===== config.mk =====
export PLATFORM = sky130hd
export DESIGN_NAME = riscv_irq_ctrl
export DESIGN_NICKNAME = d
export VERILOG_FILES = /design/src/rtl/riscv_irq_ctrl_defs.sv /design/src/rtl/axi4lite_reg_if.sv /design/src/rtl/riscv_irq_ctrl.sv
export SDC_FILE = /design/constraint.sdc
export NUM_CORES = 1
export LEC_CHECK = 0
export ABC_AREA = 1
export BUFFER_PORTS_ARGS = -buffer_cell sky130_fd_sc_hd__buf_2
export CORE_MARGIN = 5
export CORE_UTILIZATION = 47
export CTS_CLUSTER_DIAMETER = 40
export CTS_CLUSTER_SIZE = 10
export DETAILED_ROUTE_END_ITERATION = 12
export HOLD_SLACK_MARGIN = 0.05
export PLACE_DENSITY = 0.8
export SLEW_MARGIN = 20
export SYNTH_ARGS = -nofsm -noshare
export SYNTH_HDL_FRONTEND = slang
export SYNTH_SLANG_ARGS = --single-unit

===== constraint.sdc =====
create_clock -name clk_i -period 2.1 [get_ports clk_i]
set_clock_uncertainty 0.15 [all_clocks]
set_input_delay 0.315 -clock clk_i [delete_from_list [all_inputs] [get_ports clk_i]]
set_output_delay 0.315 -clock clk_i [all_outputs]
set_load 0.01 [all_outputs]

===== src/rtl/riscv_irq_ctrl_defs.sv =====
// Shared constants for the interrupt controller: register offsets, claim
// sentinel, AXI response codes and small bit-manipulation helpers.
package riscv_irq_ctrl_defs;

    localparam logic [4:0] OFF_PENDING = 5'h00;
    localparam logic [4:0] OFF_ENABLE  = 5'h04;
    localparam logic [4:0] OFF_MODE    = 5'h08;
    localparam logic [4:0] OFF_ACTIVE  = 5'h0C;
    localparam logic [4:0] OFF_RAW     = 5'h10;
    localparam logic [4:0] OFF_CLAIM   = 5'h14;

    localparam logic [31:0] CLAIM_NONE = 32'h8000_0000;

    localparam logic [1:0] RESP_OKAY   = 2'd0;
    localparam logic [1:0] RESP_SLVERR = 2'd2;

    function automatic logic [31:0] strb_mask(input logic [3:0] strb);
        return {{8{strb[3]}}, {8{strb[2]}}, {8{strb[1]}}, {8{strb[0]}}};
    endfunction

    // Scans downward so the last hit is the lowest set bit.
    function automatic logic [31:0] claim_index(input logic [31:0] active);
        logic [31:0] idx;
        idx = CLAIM_NONE;
        for (int i = 31; i >= 0; i--) begin
            if (active[i]) begin
                idx = {27'd0, i[4:0]};
            end else begin
                idx = idx;
            end
        end
        return idx;
    endfunction

endpackage


===== src/rtl/axi4lite_reg_if.sv =====
// AXI4-Lite slave front end: one-entry AW/W buffers, single outstanding
// read and write, exposing a simple register write strobe and read port.
module axi4lite_reg_if
    import riscv_irq_ctrl_defs::*;
(
    input  logic        clk_i,
    input  logic        rst_i,
    input  logic        inport_awvalid_i,
    input  logic [31:0] inport_awaddr_i,
    input  logic        inport_wvalid_i,
    input  logic [31:0] inport_wdata_i,
    input  logic [3:0]  inport_wstrb_i,
    input  logic        inport_bready_i,
    input  logic        inport_arvalid_i,
    input  logic [31:0] inport_araddr_i,
    input  logic        inport_rready_i,
    output logic        inport_awready_o,
    output logic        inport_wready_o,
    output logic        inport_arready_o,
    output logic        inport_bvalid_o,
    output logic [1:0]  inport_bresp_o,
    output logic        inport_rvalid_o,
    output logic [31:0] inport_rdata_o,
    output logic [1:0]  inport_rresp_o,
    output logic        wr_en_o,
    output logic [2:0]  wr_addr_o,
    output logic [31:0] wr_data_o,
    output logic [3:0]  wr_strb_o,
    input  logic        wr_err_i,
    output logic [2:0]  rd_addr_o,
    input  logic [31:0] rd_data_i,
    input  logic        rd_err_i
);

    logic        aw_held_q, w_held_q, bvalid_q, rvalid_q;
    logic [2:0]  aw_addr_q;
    logic [31:0] w_data_q, rdata_q;
    logic [3:0]  w_strb_q;
    logic [1:0]  bresp_q, rresp_q;
    logic        aw_hs, w_hs, rd_en;
    logic        unused_addr;

    assign unused_addr = ^{inport_awaddr_i[31:5], inport_awaddr_i[1:0],
                           inport_araddr_i[31:5], inport_araddr_i[1:0]};

    assign inport_awready_o = ~aw_held_q & ~bvalid_q;
    assign inport_wready_o  = ~w_held_q & ~bvalid_q;
    assign inport_arready_o = ~rvalid_q;
    assign inport_bvalid_o  = bvalid_q;
    assign inport_bresp_o   = bresp_q;
    assign inport_rvalid_o  = rvalid_q;
    assign inport_rdata_o   = rdata_q;
    assign inport_rresp_o   = rresp_q;

    assign aw_hs = inport_awvalid_i & inport_awready_o;
    assign w_hs  = inport_wvalid_i & inport_wready_o;
    assign rd_en = inport_arvalid_i & inport_arready_o;

    // A write fires as soon as both halves are available, buffered or live.
    assign wr_en_o   = (aw_held_q | aw_hs) & (w_held_q | w_hs);
    assign wr_addr_o = aw_held_q ? aw_addr_q : inport_awaddr_i[4:2];
    assign wr_data_o = w_held_q ? w_data_q : inport_wdata_i;
    assign wr_strb_o = w_held_q ? w_strb_q : inport_wstrb_i;
    assign rd_addr_o = inport_araddr_i[4:2];

    // Channel buffers and response registers.
    always_ff @(posedge clk_i) begin
        if (rst_i) begin
            aw_held_q <= 1'b0;
            w_held_q  <= 1'b0;
            aw_addr_q <= 3'd0;
            w_data_q  <= 32'd0;
            w_strb_q  <= 4'd0;
            bvalid_q  <= 1'b0;
            bresp_q   <= RESP_OKAY;
            rvalid_q  <= 1'b0;
            rdata_q   <= 32'd0;
            rresp_q   <= RESP_OKAY;
        end else begin
            if (wr_en_o) begin
                aw_held_q <= 1'b0;
                w_held_q  <= 1'b0;
                bvalid_q  <= 1'b1;
                bresp_q   <= wr_err_i ? RESP_SLVERR : RESP_OKAY;
            end else begin
                if (aw_hs) begin
                    aw_held_q <= 1'b1;
                    aw_addr_q <= inport_awaddr_i[4:2];
                end
                if (w_hs) begin
                    w_held_q <= 1'b1;
                    w_data_q <= inport_wdata_i;
                    w_strb_q <= inport_wstrb_i;
                end
                if (bvalid_q & inport_bready_i) begin
                    bvalid_q <= 1'b0;
                end
            end
            if (rd_en) begin
                rvalid_q <= 1'b1;
                rdata_q  <= rd_err_i ? 32'd0 : rd_data_i;
                rresp_q  <= rd_err_i ? RESP_SLVERR : RESP_OKAY;
            end else if (rvalid_q & inport_rready_i) begin
                rvalid_q <= 1'b0;
            end
        end
    end

endmodule


===== src/rtl/riscv_irq_ctrl.sv =====
// Interrupt controller: level/edge sources with pending, enable and mode
// registers, a lowest-index claim register and a registered CPU interrupt.
module riscv_irq_ctrl
    import riscv_irq_ctrl_defs::*;
#(
    parameter int          NUM_IRQ    = 8,
    parameter logic [31:0] EDGE_RESET = 32'h0
) (
    input  logic               clk_i,
    input  logic               rst_i,
    input  logic [NUM_IRQ-1:0] irq_i,
    input  logic               inport_awvalid_i,
    input  logic [31:0]        inport_awaddr_i,
    input  logic               inport_wvalid_i,
    input  logic [31:0]        inport_wdata_i,
    input  logic [3:0]         inport_wstrb_i,
    input  logic               inport_bready_i,
    input  logic               inport_arvalid_i,
    input  logic [31:0]        inport_araddr_i,
    input  logic               inport_rready_i,
    output logic               inport_awready_o,
    output logic               inport_wready_o,
    output logic               inport_arready_o,
    output logic               inport_bvalid_o,
    output logic [1:0]         inport_bresp_o,
    output logic               inport_rvalid_o,
    output logic [31:0]        inport_rdata_o,
    output logic [1:0]         inport_rresp_o,
    output logic               intr_o
);

    localparam logic [31:0] IRQ_MASK = (NUM_IRQ >= 32) ? 32'hFFFF_FFFF
                                     : ((32'd1 << NUM_IRQ) - 32'd1);

    logic        wr_en, wr_err, rd_err;
    logic [2:0]  wr_addr, rd_addr;
    logic [31:0] wr_data, rd_data;
    logic [3:0]  wr_strb;

    logic [31:0] irq_ext, irq_q, irq_prev_q;
    logic [31:0] pending_q, pending_d, enable_q, enable_d, mode_q, mode_d;
    logic [31:0] wmask, wbits, w1c, active;
    logic        intr_q;

    axi4lite_reg_if u_axi (
        .clk_i            (clk_i),
        .rst_i            (rst_i),
        .inport_awvalid_i (inport_awvalid_i),
        .inport_awaddr_i  (inport_awaddr_i),
        .inport_wvalid_i  (inport_wvalid_i),
        .inport_wdata_i   (inport_wdata_i),
        .inport_wstrb_i   (inport_wstrb_i),
        .inport_bready_i  (inport_bready_i),
        .inport_arvalid_i (inport_arvalid_i),
        .inport_araddr_i  (inport_araddr_i),
        .inport_rready_i  (inport_rready_i),
        .inport_awready_o (inport_awready_o),
        .inport_wready_o  (inport_wready_o),
        .inport_arready_o (inport_arready_o),
        .inport_bvalid_o  (inport_bvalid_o),
        .inport_bresp_o   (inport_bresp_o),
        .inport_rvalid_o  (inport_rvalid_o),
        .inport_rdata_o   (inport_rdata_o),
        .inport_rresp_o   (inport_rresp_o),
        .wr_en_o          (wr_en),
        .wr_addr_o        (wr_addr),
        .wr_data_o        (wr_data),
        .wr_strb_o        (wr_strb),
        .wr_err_i         (wr_err),
        .rd_addr_o        (rd_addr),
        .rd_data_i        (rd_data),
        .rd_err_i         (rd_err)
    );

    assign wr_err = (wr_addr[2:1] == 2'b11);
    assign rd_err = (rd_addr[2:1] == 2'b11);
    assign wmask  = strb_mask(wr_strb) & IRQ_MASK;
    assign wbits  = wr_data & wmask;
    assign active = pending_q & enable_q;
    assign intr_o = intr_q;

    // Zero-extend the sources to the 32-bit register width.
    always_comb begin
        irq_ext = 32'd0;
        irq_ext[NUM_IRQ-1:0] = irq_i;
    end

    // Register next-state; a newly edge-mode bit starts cleared, set beats W1C.
    always_comb begin
        enable_d = enable_q;
        mode_d   = mode_q;
        w1c      = 32'd0;
        if (wr_en && ({wr_addr, 2'b00} == OFF_ENABLE)) begin
            enable_d = (enable_q & ~wmask) | wbits;
        end else begin
            enable_d = enable_q;
        end
        if (wr_en && ({wr_addr, 2'b00} == OFF_MODE)) begin
            mode_d = (mode_q & ~wmask) | wbits;
        end else begin
            mode_d = mode_q;
        end
        if (wr_en && ({wr_addr, 2'b00} == OFF_PENDING)) begin
            w1c = wbits;
        end else begin
            w1c = 32'd0;
        end
        pending_d = (~mode_d & irq_q)
                  | (mode_d & mode_q & ((irq_q & ~irq_prev_q) | (pending_q & ~w1c)));
    end

    // Read data mux.
    always_comb begin
        rd_data = 32'd0;
        case ({rd_addr, 2'b00})
            OFF_PENDING: rd_data = pending_q;
            OFF_ENABLE:  rd_data = enable_q;
            OFF_MODE:    rd_data = mode_q;
            OFF_ACTIVE:  rd_data = active;
            OFF_RAW:     rd_data = irq_q;
            OFF_CLAIM:   rd_data = claim_index(active);
            default:     rd_data = 32'd0;
        endcase
    end

    // Interrupt state registers.
    always_ff @(posedge clk_i) begin
        if (rst_i) begin
            irq_q      <= 32'd0;
            irq_prev_q <= 32'd0;
            pending_q  <= 32'd0;
            enable_q   <= 32'd0;
            mode_q     <= EDGE_RESET & IRQ_MASK;
            intr_q     <= 1'b0;
        end else begin
            irq_q      <= irq_ext;
            irq_prev_q <= irq_q;
            pending_q  <= pending_d;
            enable_q   <= enable_d;
            mode_q     <= mode_d;
            intr_q     <= |active;
        end
    end

endmodule


==> flow_summary.yaml, run 1 <==
run_status:
  outcome: "complete, no violations"
cells_and_area:
  nNetsFinal: 661
  fin_util_pct: 54.3
  fillers: 697
  final_cell_mix: "nand2_1 (117), dfxtp_1 (67), inv_1 (58)"
  area_growth_pct: 12.9
  drive_gt1_share_pct: 19.3
  final_common_cell: "nand2_1"
  diodes: 0
worst_setup_path:
  rr_endpoint: "pending_q[2]"
  endpoint_kind: "flop"
  reg2reg_from: "u_axi.w_held_q"
  crit_top_cell: "nand2_1"
  cp-start-kind: "flop"
  worstPathMaxFanout: 18
  cp.arrival_ps: 1980
  max_stage_delay_ps: 390
  crit_type: "reg2reg"
  rrSetupSlack_ps: 190
  worst-path-buf-inv: 2
  worst_r2r_path_depth: 10
  crit_start: "u_axi.w_held_q"
  critPathSlowestCell: "dfxtp_1"
  worstPathRequired_ps: 2160
  worstPathCellList: "inv_2 -> o21ai_1 -> nand2_2 -> nor2_2 -> buf_4 -> nand3b_1 -> nand2_1 -> nand2_1 -> nand2_1 -> a21oi_2"
  critPathTopFamily: "simple AND/OR/NAND/NOR gates"
clock_network:
  htreeDepth: 3
  root_buffer: "clkbuf_8"
  cts_max_path_buffers: 2
  tritoncts: "done"
  post_cts.repair.setup_buffers: 0
  numCtsBuffers: 9
  cts_num_sinks: 68
  clk_pin_slew_ps: 60
  clock_latency_ps: 340
drt:
  route.detailed.drc: 0
  totalWireLength_um: 8190
  wl_met1_um: 3650
  num_vias: 3232
  routed-wl-met2_um: 3840
  vias_per_cell: 4.99
  wl_per_cell_um: 12.6
  ant_nets: 0
  first_pass_iters: 5
  routed.top_layer: "met4"
  met3WireLength_um: 546
  drtIter0Drc: 168
grt:
  grt_pass1_wl_um: 13200
  grt_pass1_vias: 2976
  overflow: 0
  grt_usage_pct: 18.3
  grt_max_degree: 31
  grt_antenna_before_repair: 0
yosys:
  avgSynthCellArea_sq_um: 7.04
  synth_cells: 493
  yosysSeqAreaShare_pct: 39.2
  synth_area_leader_cell: "dfxtp_1"
  synth_top_cell_area_share_pct: 39.2
  synthTopCellsByArea: "dfxtp_1 (39%), nand2_1 (13%), o21ai_0 (6.8%)"
  synth_seq_cells: 68
  synthesis.area_sq_mm: 0.00347
  synth.distinct_cells: 32
  synth_warnings: 0
min_path:
  whs_path_depth: 4
  hold_end: "u_axi.inport_bvalid_o"
  hp-start: "inport_bready_i"
  hp-class: "in2reg"
power_and_ir_drop:
  power_frac_clock_pct: 32.8
  p_int_w: 0.00195
  ir_drop_uv: 324
  pwr_density_cell_mw_per_mm2: 705
  pwr-share-comb_pct: 16.3
  pwr-share-seq_pct: 50.9
  switchingPower_w: 0.000808
  p_leak_nw: 1.79
  p_sw_share_pct: 29.3
timing:
  slew_viol_final: 0
  finalWorstPathRequiredPeriod_ps: 1910
  fin_crit_sh_pct: 91.2
  final-hold-violation-count: 0
  fmax_ghz: 0.522
  setup-violations-final: 0
  tightestPinTransition_ps: 553
  rsz0062_at_grt: "false"
  relSlewSlack_pct: 63.1
  setup_ws_ps: 185
die:
  ios: 157
  die_x_um: 95.9
  dieArea_sq_mm: 0.00920
  initial_core_util_pct: 48.1
  fp.dieH_um: 95.9
  coreArea_sq_mm: 0.00721
  fp-row-count: 31
place:
  dp_hpwl_um: 6110
  gp_congestion: 0.865
  io_buffers: 46
  dp_slack_ps: -28.8
flow_run:
  drv_cap: 0
## repair_timing
action                                  4_1_cts  5_1_grt
endpoints found under the setup margin        4       15
pin swaps                                     0        0
hold buffers                                  8        0
resized for setup                             1        2
endpoints found under the hold margin         8        0
## logic make-up (layout without fill, tap and decap cells)
kind of cell    Yosys count  count (layout)  share of synthesized area (%)
compound gates          119             119                           19.5
buf+inv                 101             133                           14.2
flops                    68              68                           39.2
other cells               1              25                          0.108
simple gates            204             204                           26.9
## tightest hold or removal path, cell delays in order
cell     delay [ps]
buf_2            70
inv_1            30
nand2_1          40
a21oi_1          50
## power by group through the flow
stage	clock [W]	sequential [W]	combinational (W)
4_1_cts	0.000917	0.00140	0.000447
2_1_floorplan	0	0.00142	0.000348
6_report	0.000906	0.00140	0.000451
3_5_place_dp	0	0.00143	0.000433
3_3_place_gp	0	0.00143	0.000423
5_1_grt	0.000972	0.00141	0.000511
## worst max-delay path by stage
stage	end	slack (ps)	depth (start not counted)
detailed placement	flop	-30	6
CTS	pending_q[2]	90	9
finish	pending_q[2]	190	10
global route	pending_q[4]	20	10
global placement	flop	30	6
floorplan	pending_q[5]	490	9
## stage by stage
step	instance area, sq um	total power (W)	std cells	hold slack, ps	setup TNS (ps)
after floorplan	3560	0.00177	517	272	0
after global placement	3670	0.00185	626	284	0
after detailed placement	3670	0.00187	626	292	-65.8
after CTS	3910	0.00277	648	68.4	0
after global routing	3920	0.00290	648	82.5	0
final	3920	0.00276	648	77.0	0
## area by class of cell
class / count / area, sq um / area share [%]
Clock buffer: 11 / 141 / 3.61
Clock inverter: 3 / 15.0 / 0.383
Inverter: 62 / 233 / 5.94
Multi-Input combinational cell: 348 / 1710 / 43.6
Sequential cell: 68 / 1360 / 34.8
Tap cell: 99 / 124 / 3.16
Timing Repair Buffer: 57 / 333 / 8.50
## synthesized netlist by cell type, drive strengths merged
library cell,n
nand2,129
dfxtp,68
inv,61
o21ai,53
a21oi,52
nor2,35
buf,32
nand3,18
o21a,9
nand3b,8
or2,8
clkbuf,7
nor3,3
nand4,2
o221ai,2
clkinv,1
conb,1
nor4b,1
o21bai,1
o22ai,1
o41ai,1
## per-layer routing
| metal | global-route usage [%] | vias up |
|---|---|---|
| li1 | - | 1636 |
| met1 | 22.8 | 1478 |
| met2 | 30.5 | 106 |
| met3 | 3.52 | 12 |
| met4 | 8.65 | 0 |
| met5 | 0 | - |
No activity file was read; power rests on OpenSTA's default activity.
==> run 2: changes to the inputs <==
--- a/config.mk
+++ b/config.mk
@@ -8,13 +8,14 @@
 export ABC_AREA = 1
 export BUFFER_PORTS_ARGS = -buffer_cell sky130_fd_sc_hd__buf_2
 export CORE_MARGIN = 5
-export CORE_UTILIZATION = 47
+export CORE_UTILIZATION = 50
 export CTS_CLUSTER_DIAMETER = 40
 export CTS_CLUSTER_SIZE = 10
 export DETAILED_ROUTE_END_ITERATION = 12
 export HOLD_SLACK_MARGIN = 0.05
-export PLACE_DENSITY = 0.8
+export PLACE_DENSITY = 0.77
 export SLEW_MARGIN = 20
 export SYNTH_ARGS = -nofsm -noshare
 export SYNTH_HDL_FRONTEND = slang
+export SYNTH_HIERARCHICAL = 1
 export SYNTH_SLANG_ARGS = --single-unit
==> run 2 against run 1 <==
Combinational power is 17% higher. Sequential power is 33% higher. Critical path depth stayed put. Hold slack worse by 11 ps. Utilization is 5.9 points higher. Routed wire length is 19% higher. Total power is 28% higher. Critical endpoint is now pending_q[1]. Clock-buffer cell count is 2 lower.
==> flow_summary.yaml, run 2 <==
run_status:
  outcome: "complete, no violations"
worst_setup_path:
  rrSetupSlack_ps: 200
  worst_r2r_path_depth: 10
  max_stage_delay_ps: 360
  crit_top_cell: "nand2_1"
  reg2reg_from: "u_axi/inport_bvalid_o"
  rr_endpoint: "pending_q[1]"
  worst-path-buf-inv: 2
  cp.arrival_ps: 2000
  critPathTopFamily: "simple AND/OR/NAND/NOR gates"
  crit_type: "reg2reg"
  worstPathRequired_ps: 2200
  critPathSlowestCell: "dfxtp_1"
  cp-start-kind: "flop"
  endpoint_kind: "flop"
  worstPathCellList: "o21ai_2 -> nand2_1 -> inv_1 -> inv_2 -> nor2_2 -> nand2_2 -> nand2_1 -> nand2_1 -> o21ai_0 -> a21oi_1"
  worstPathMaxFanout: 8
place:
  dp_cells: 809
  gp_congestion: 0.916
  dp_slack_ps: 74.7
  io_buffers: 69
  dp_hpwl_um: 7350
yosys:
  synth_warnings: 6
  synth_cells: 640
  synthesis.area_sq_mm: 0.00429
  avgSynthCellArea_sq_um: 6.70
timing:
  setup_ws_ps: 199
  slew_viol_final: 0
  relSlewSlack_pct: 56.8
  rsz0062_at_grt: "false"
  setup-violations-final: 0
  fmax_ghz: 0.526
  final-hold-violation-count: 0
  fin_tns_setup_ps: 0
  tightestPinTransition_ps: 648
  holdWs_ps: 66.4
  finalWorstPathRequiredPeriod_ps: 1900
  fin_crit_sh_pct: 90.5
power_and_ir_drop:
  p_leak_nw: 2.43
  pwr_density_cell_mw_per_mm2: 707
  ir_drop_uv: 447
grt:
  grt_pass1_vias: 3685
  grt_max_degree: 48
  grt_antenna_before_repair: 0
  overflow: 0
  grt_pass1_wl_um: 16200
  grt_usage_pct: 19.1
drt:
  vias_per_cell: 4.90
  totalWireLength_um: 9720
  ant_nets: 0
  drtIter0Drc: 192
  route.detailed.drc: 0
  first_pass_iters: 4
  num_vias: 4091
  wl_per_cell_um: 11.6
clock_network:
  tritoncts: "done"
  clock_latency_ps: 360
  clk_pin_slew_ps: 100
  htreeDepth: 3
  cts_max_path_buffers: 2
  post_cts.repair.setup_buffers: 0
  root_buffer: "clkbuf_8"
  cts_num_sinks: 91
  numCtsBuffers: 9
die:
  fp-row-count: 33
  die_x_um: 103
  dieArea_sq_mm: 0.0105
  coreArea_sq_mm: 0.00830
  initial_core_util_pct: 51.6
  fp.dieH_um: 103
  ios: 157
min_path:
  hold_end: "irq_prev_q[1]"
  whs_path_depth: 2
  hp-class: "in2reg"
  hp-start: "rst_i"
cells_and_area:
  final_cell_mix: "nand2_1 (206), dfxtp_1 (90), buf_2 (69)"
  stdcell_count: 835
  drive_gt1_share_pct: 18.5
  final_common_cell: "nand2_1"
  diodes: 0
  fin_util_pct: 60.2
  largest_reg_flops: 32
  nNetsFinal: 840
  area_growth_pct: 16.5
flow_run:
  drv_cap: 0
## run 2: layer usage
layer,global-route usage [%],up-vias,routed length (um)
met5,0,-,0
met4,8.68,0,238
met3,3.65,20,586
met2,31.8,118,4570
met1,23.9,1814,4330
li1,-,2139,-
## run 2: per-stage QoR
stage / instance area (sq um) / power (W)
after CTS: 4980 / 0.00356
final: 4990 / 0.00353
after global placement: 4700 / 0.00240
after global routing: 4990 / 0.00372
after detailed placement: 4700 / 0.00241
after floorplan: 4370 / 0.00228
## run 2: final cells by class
| cell class | instances | area, sq um |
|---|---|---|
| Clock buffer | 9 | 124 |
| Clock inverter | 7 | 62.6 |
| Fill cell | 791 | 3310 |
| Inverter | 73 | 274 |
| Multi-Input combinational cell | 461 | 2050 |
| Sequential cell | 91 | 1830 |
| Tap cell | 105 | 131 |
| Timing Repair Buffer | 89 | 520 |
## run 2: power by group
group | switching [W] | internal [W]
Combinational | 0.000333 | 0.000193
Sequential | 0.0000541 | 0.00181
Clock | 0.000678 | 0.000460
Total | 0.00107 | 0.00246
## run 2: worst max-delay path by stage
stage,startpoint,endpoint,slack [ps],cells past startpoint
3_5_place_dp,inport_awvalid_i,pending_q[1],70,12
6_report,u_axi/inport_bvalid_o,pending_q[1],200,10
4_1_cts,u_axi/aw_held_q,pending_q[1],50,11
3_3_place_gp,inport_awvalid_i,pending_q[0],170,12
2_1_floorplan,u_axi/inport_bvalid_o,pending_q[1],330,11
5_1_grt,u_axi/inport_bvalid_o,pending_q[0],6,10
## run 2: worst reg2reg max path, cell delays in order, from the launching register on
cell and delay [ps]:
dfxtp_1 360, o21ai_2 300, nand2_1 130, inv_1 120, inv_2 40, nor2_2 130, nand2_2 160, nand2_1 120
nand2_1 70, o21ai_0 180, a21oi_1 50
## run 2: what timing repair did
item,CTS,global route
endpoints found under the setup margin,0,16
endpoints found under the hold margin,9,1
hold buffers,9,1
resized for setup,0,2
==> run 3: changes to the inputs <==
==> constraint.sdc (replaced) <==
create_clock -name clk_i -period 1.9 [get_ports clk_i]
set_clock_uncertainty 0.15 [all_clocks]
set_input_delay 0.285 -clock clk_i [delete_from_list [all_inputs] [get_ports clk_i]]
set_output_delay 0.285 -clock clk_i [all_outputs]
set_load 0.01 [all_outputs]
==> run 3 against run 2 <==
Combinational power rose by 14%. Die area is the same. Fmax rose by 6.6%. Utilization up 1.0 points. Routed wire length increased by 0.82%. Register-to-register slack got worse by 80 ps. Setup slack worse by 82 ps. Clock power increased by 18%. Largest cell class unchanged. Largest power group unchanged. Highest routed layer unchanged.
==> flow_summary.yaml, run 3 (same netlist as run 2, synthesis figures left out) <==
timing:
  rsz0062_at_grt: "true"
  tightestPinTransition_ps: 494
  slew_viol_final: 0
  relSlewSlack_pct: 66.7
  finalWorstPathRequiredPeriod_ps: 1780
  setup-violations-final: 0
  fin_crit_sh_pct: 93.8
  fmax_ghz: 0.561
  setup_ws_ps: 117
  final-hold-violation-count: 0
place:
  dp_slack_ps: 38.3
  dp_hpwl_um: 7420
  dp_cells: 816
  io_buffers: 69
  dpl_cell_area_sq_mm: 0.00475
  gp_congestion: 0.924
clock_network:
  numCtsBuffers: 9
  root_buffer: "clkbuf_8"
  cts_num_sinks: 91
  cts_max_path_buffers: 2
  clk_pin_slew_ps: 90
  tritoncts: "done"
  htreeDepth: 3
  clock_latency_ps: 350
drt:
  route.detailed.drc: 0
  met3WireLength_um: 663
  totalWireLength_um: 9800
  wl_per_cell_um: 11.6
  first_pass_iters: 5
  routed.top_layer: "met4"
  ant_nets: 0
  wl_met1_um: 4360
  routed-wl-met2_um: 4580
  vias_per_cell: 4.84
  num_vias: 4074
  drtIter0Drc: 217
power_and_ir_drop:
  p_leak_nw: 2.48
  ir_drop_uv: 463
  pwr_density_cell_mw_per_mm2: 791
  total_power_w: 0.00402
cells_and_area:
  stdcell_count: 842
  drive_gt1_share_pct: 19.4
  ff_latch_area_sq_mm: 0.00183
  final_cell_mix: "nand2_1 (206), dfxtp_1 (89), buf_2 (69)"
  final_area_sq_mm: 0.00508
  diodes: 0
  largest_reg_flops: 32
  final_common_cell: "nand2_1"
  nNetsFinal: 847
  area_growth_pct: 18.5
  fillers: 795
  multi_input_area_sq_mm: 0.00206
die:
  dieArea_sq_mm: 0.0105
  fp-row-count: 33
  fp.dieH_um: 103
  initial_core_util_pct: 51.6
  die_x_um: 103
  ios: 157
  coreArea_sq_mm: 0.00830
worst_setup_path:
  cp.arrival_ps: 1920
  cp-start-kind: "flop"
  max_stage_delay_ps: 400
  critPathSlowestCell: "o21ai_0"
  worstPathMaxFanout: 14
  crit_type: "reg2reg"
  worstPathCellList: "buf_4 -> o21ai_0 -> nand2_1 -> nand2_1 -> nand2_1 -> nand2_1 -> o21ai_1 -> a21oi_1"
  crit_top_cell: "nand2_1"
  critPathTopFamily: "compound AO/OA/AOI/OAI gates"
  endpoint_kind: "flop"
  worst-path-buf-inv: 1
  worstPathRequired_ps: 2040
grt:
  grt_max_degree: 39
  grt_antenna_before_repair: 0
  overflow: 0
  grt_pass1_wl_um: 16100
  grt_usage_pct: 19.1
  grt_pass1_vias: 3580
min_path:
  hp-class: "in2reg"
flow_run:
  drv_cap: 0
run_status:
  outcome: "complete, no violations"
## run 3: cell types whose count changed in the layout (fill, tap and decap cells not counted), sizes merged
| cell | previous run | this run |
|---|---|---|
| bufinv | 0 | 1 |
| clkinv | 1 | 4 |
| clkbuf | 9 | 10 |
| inv | 78 | 73 |
| buf | 79 | 86 |
## run 3: final cells by class
class	instances	share of cell area (%)
multi-input combinational	461	40.6
clock buffer	10	2.71
timing repair buffer	96	11.3
inverter	73	5.40
clock inverter	6	1.43
tap	105	2.59
sequential	91	36.0
## run 3: power by group
part | leakage, nW | internal, W | total, W | switching [W]
logic | 1.63 | 0.000228 | 0.000601 | 0.000372
registers | 0.746 | 0.00200 | 0.00206 | 0.0000613
clock network | 0.103 | 0.000656 | 0.00135 | 0.000699
total | 2.48 | 0.00288 | 0.00402 | 0.00113
## run 3: path summary, 6_finish.rpt
path | start | end | slack [ps] | depth (start not counted)
worst min register to register | u_axi/inport_rdata_o[28] | u_axi/inport_rdata_o[28] | 310 | 2
worst max register to register | u_axi/w_held_q | pending_q[0] | 120 | 8
worst max-delay path | u_axi/w_held_q | pending_q[0] | 120 | 8
worst min-delay path | rst_i | irq_prev_q[1] | 90 | 2
## run 3: metal layers
| metal | global-route usage [%] | up-vias |
|---|---|---|
| met4 | 7.77 | 0 |
| met3 | 3.04 | 17 |
| li1 | - | 2146 |
| met2 | 32.2 | 144 |
| met1 | 24.4 | 1767 |
| met5 | 0 | - |
## run 3: worst reg2reg max path, cell delays in order, from the launching register on
cell     delay, ps
dfxtp_4        380
buf_4          180
o21ai_0        400
nand2_1        130
nand2_1         90
nand2_1         70
nand2_1        120
o21ai_1         90
a21oi_1        130
## run 3: what timing repair did
item / 4_1_cts / 5_1_grt
hold buffers: 10 / 0
pin swaps: 0 / 1
setup buffers: 0 / 0
endpoints found under the setup margin: 1 / 4
endpoints found under the hold margin: 10 / 0
resized for setup: 2 / 6
## run 3: through the flow
stage               hold WS, ps  util [%]  TNS [ps]
floorplan                   242         -         0
global placement            298      57.3         0
detailed placement          303      57.3         0
CTS                        84.7      61.1         0
global route               96.1      61.2     -22.7
finish                     90.0      61.2         0
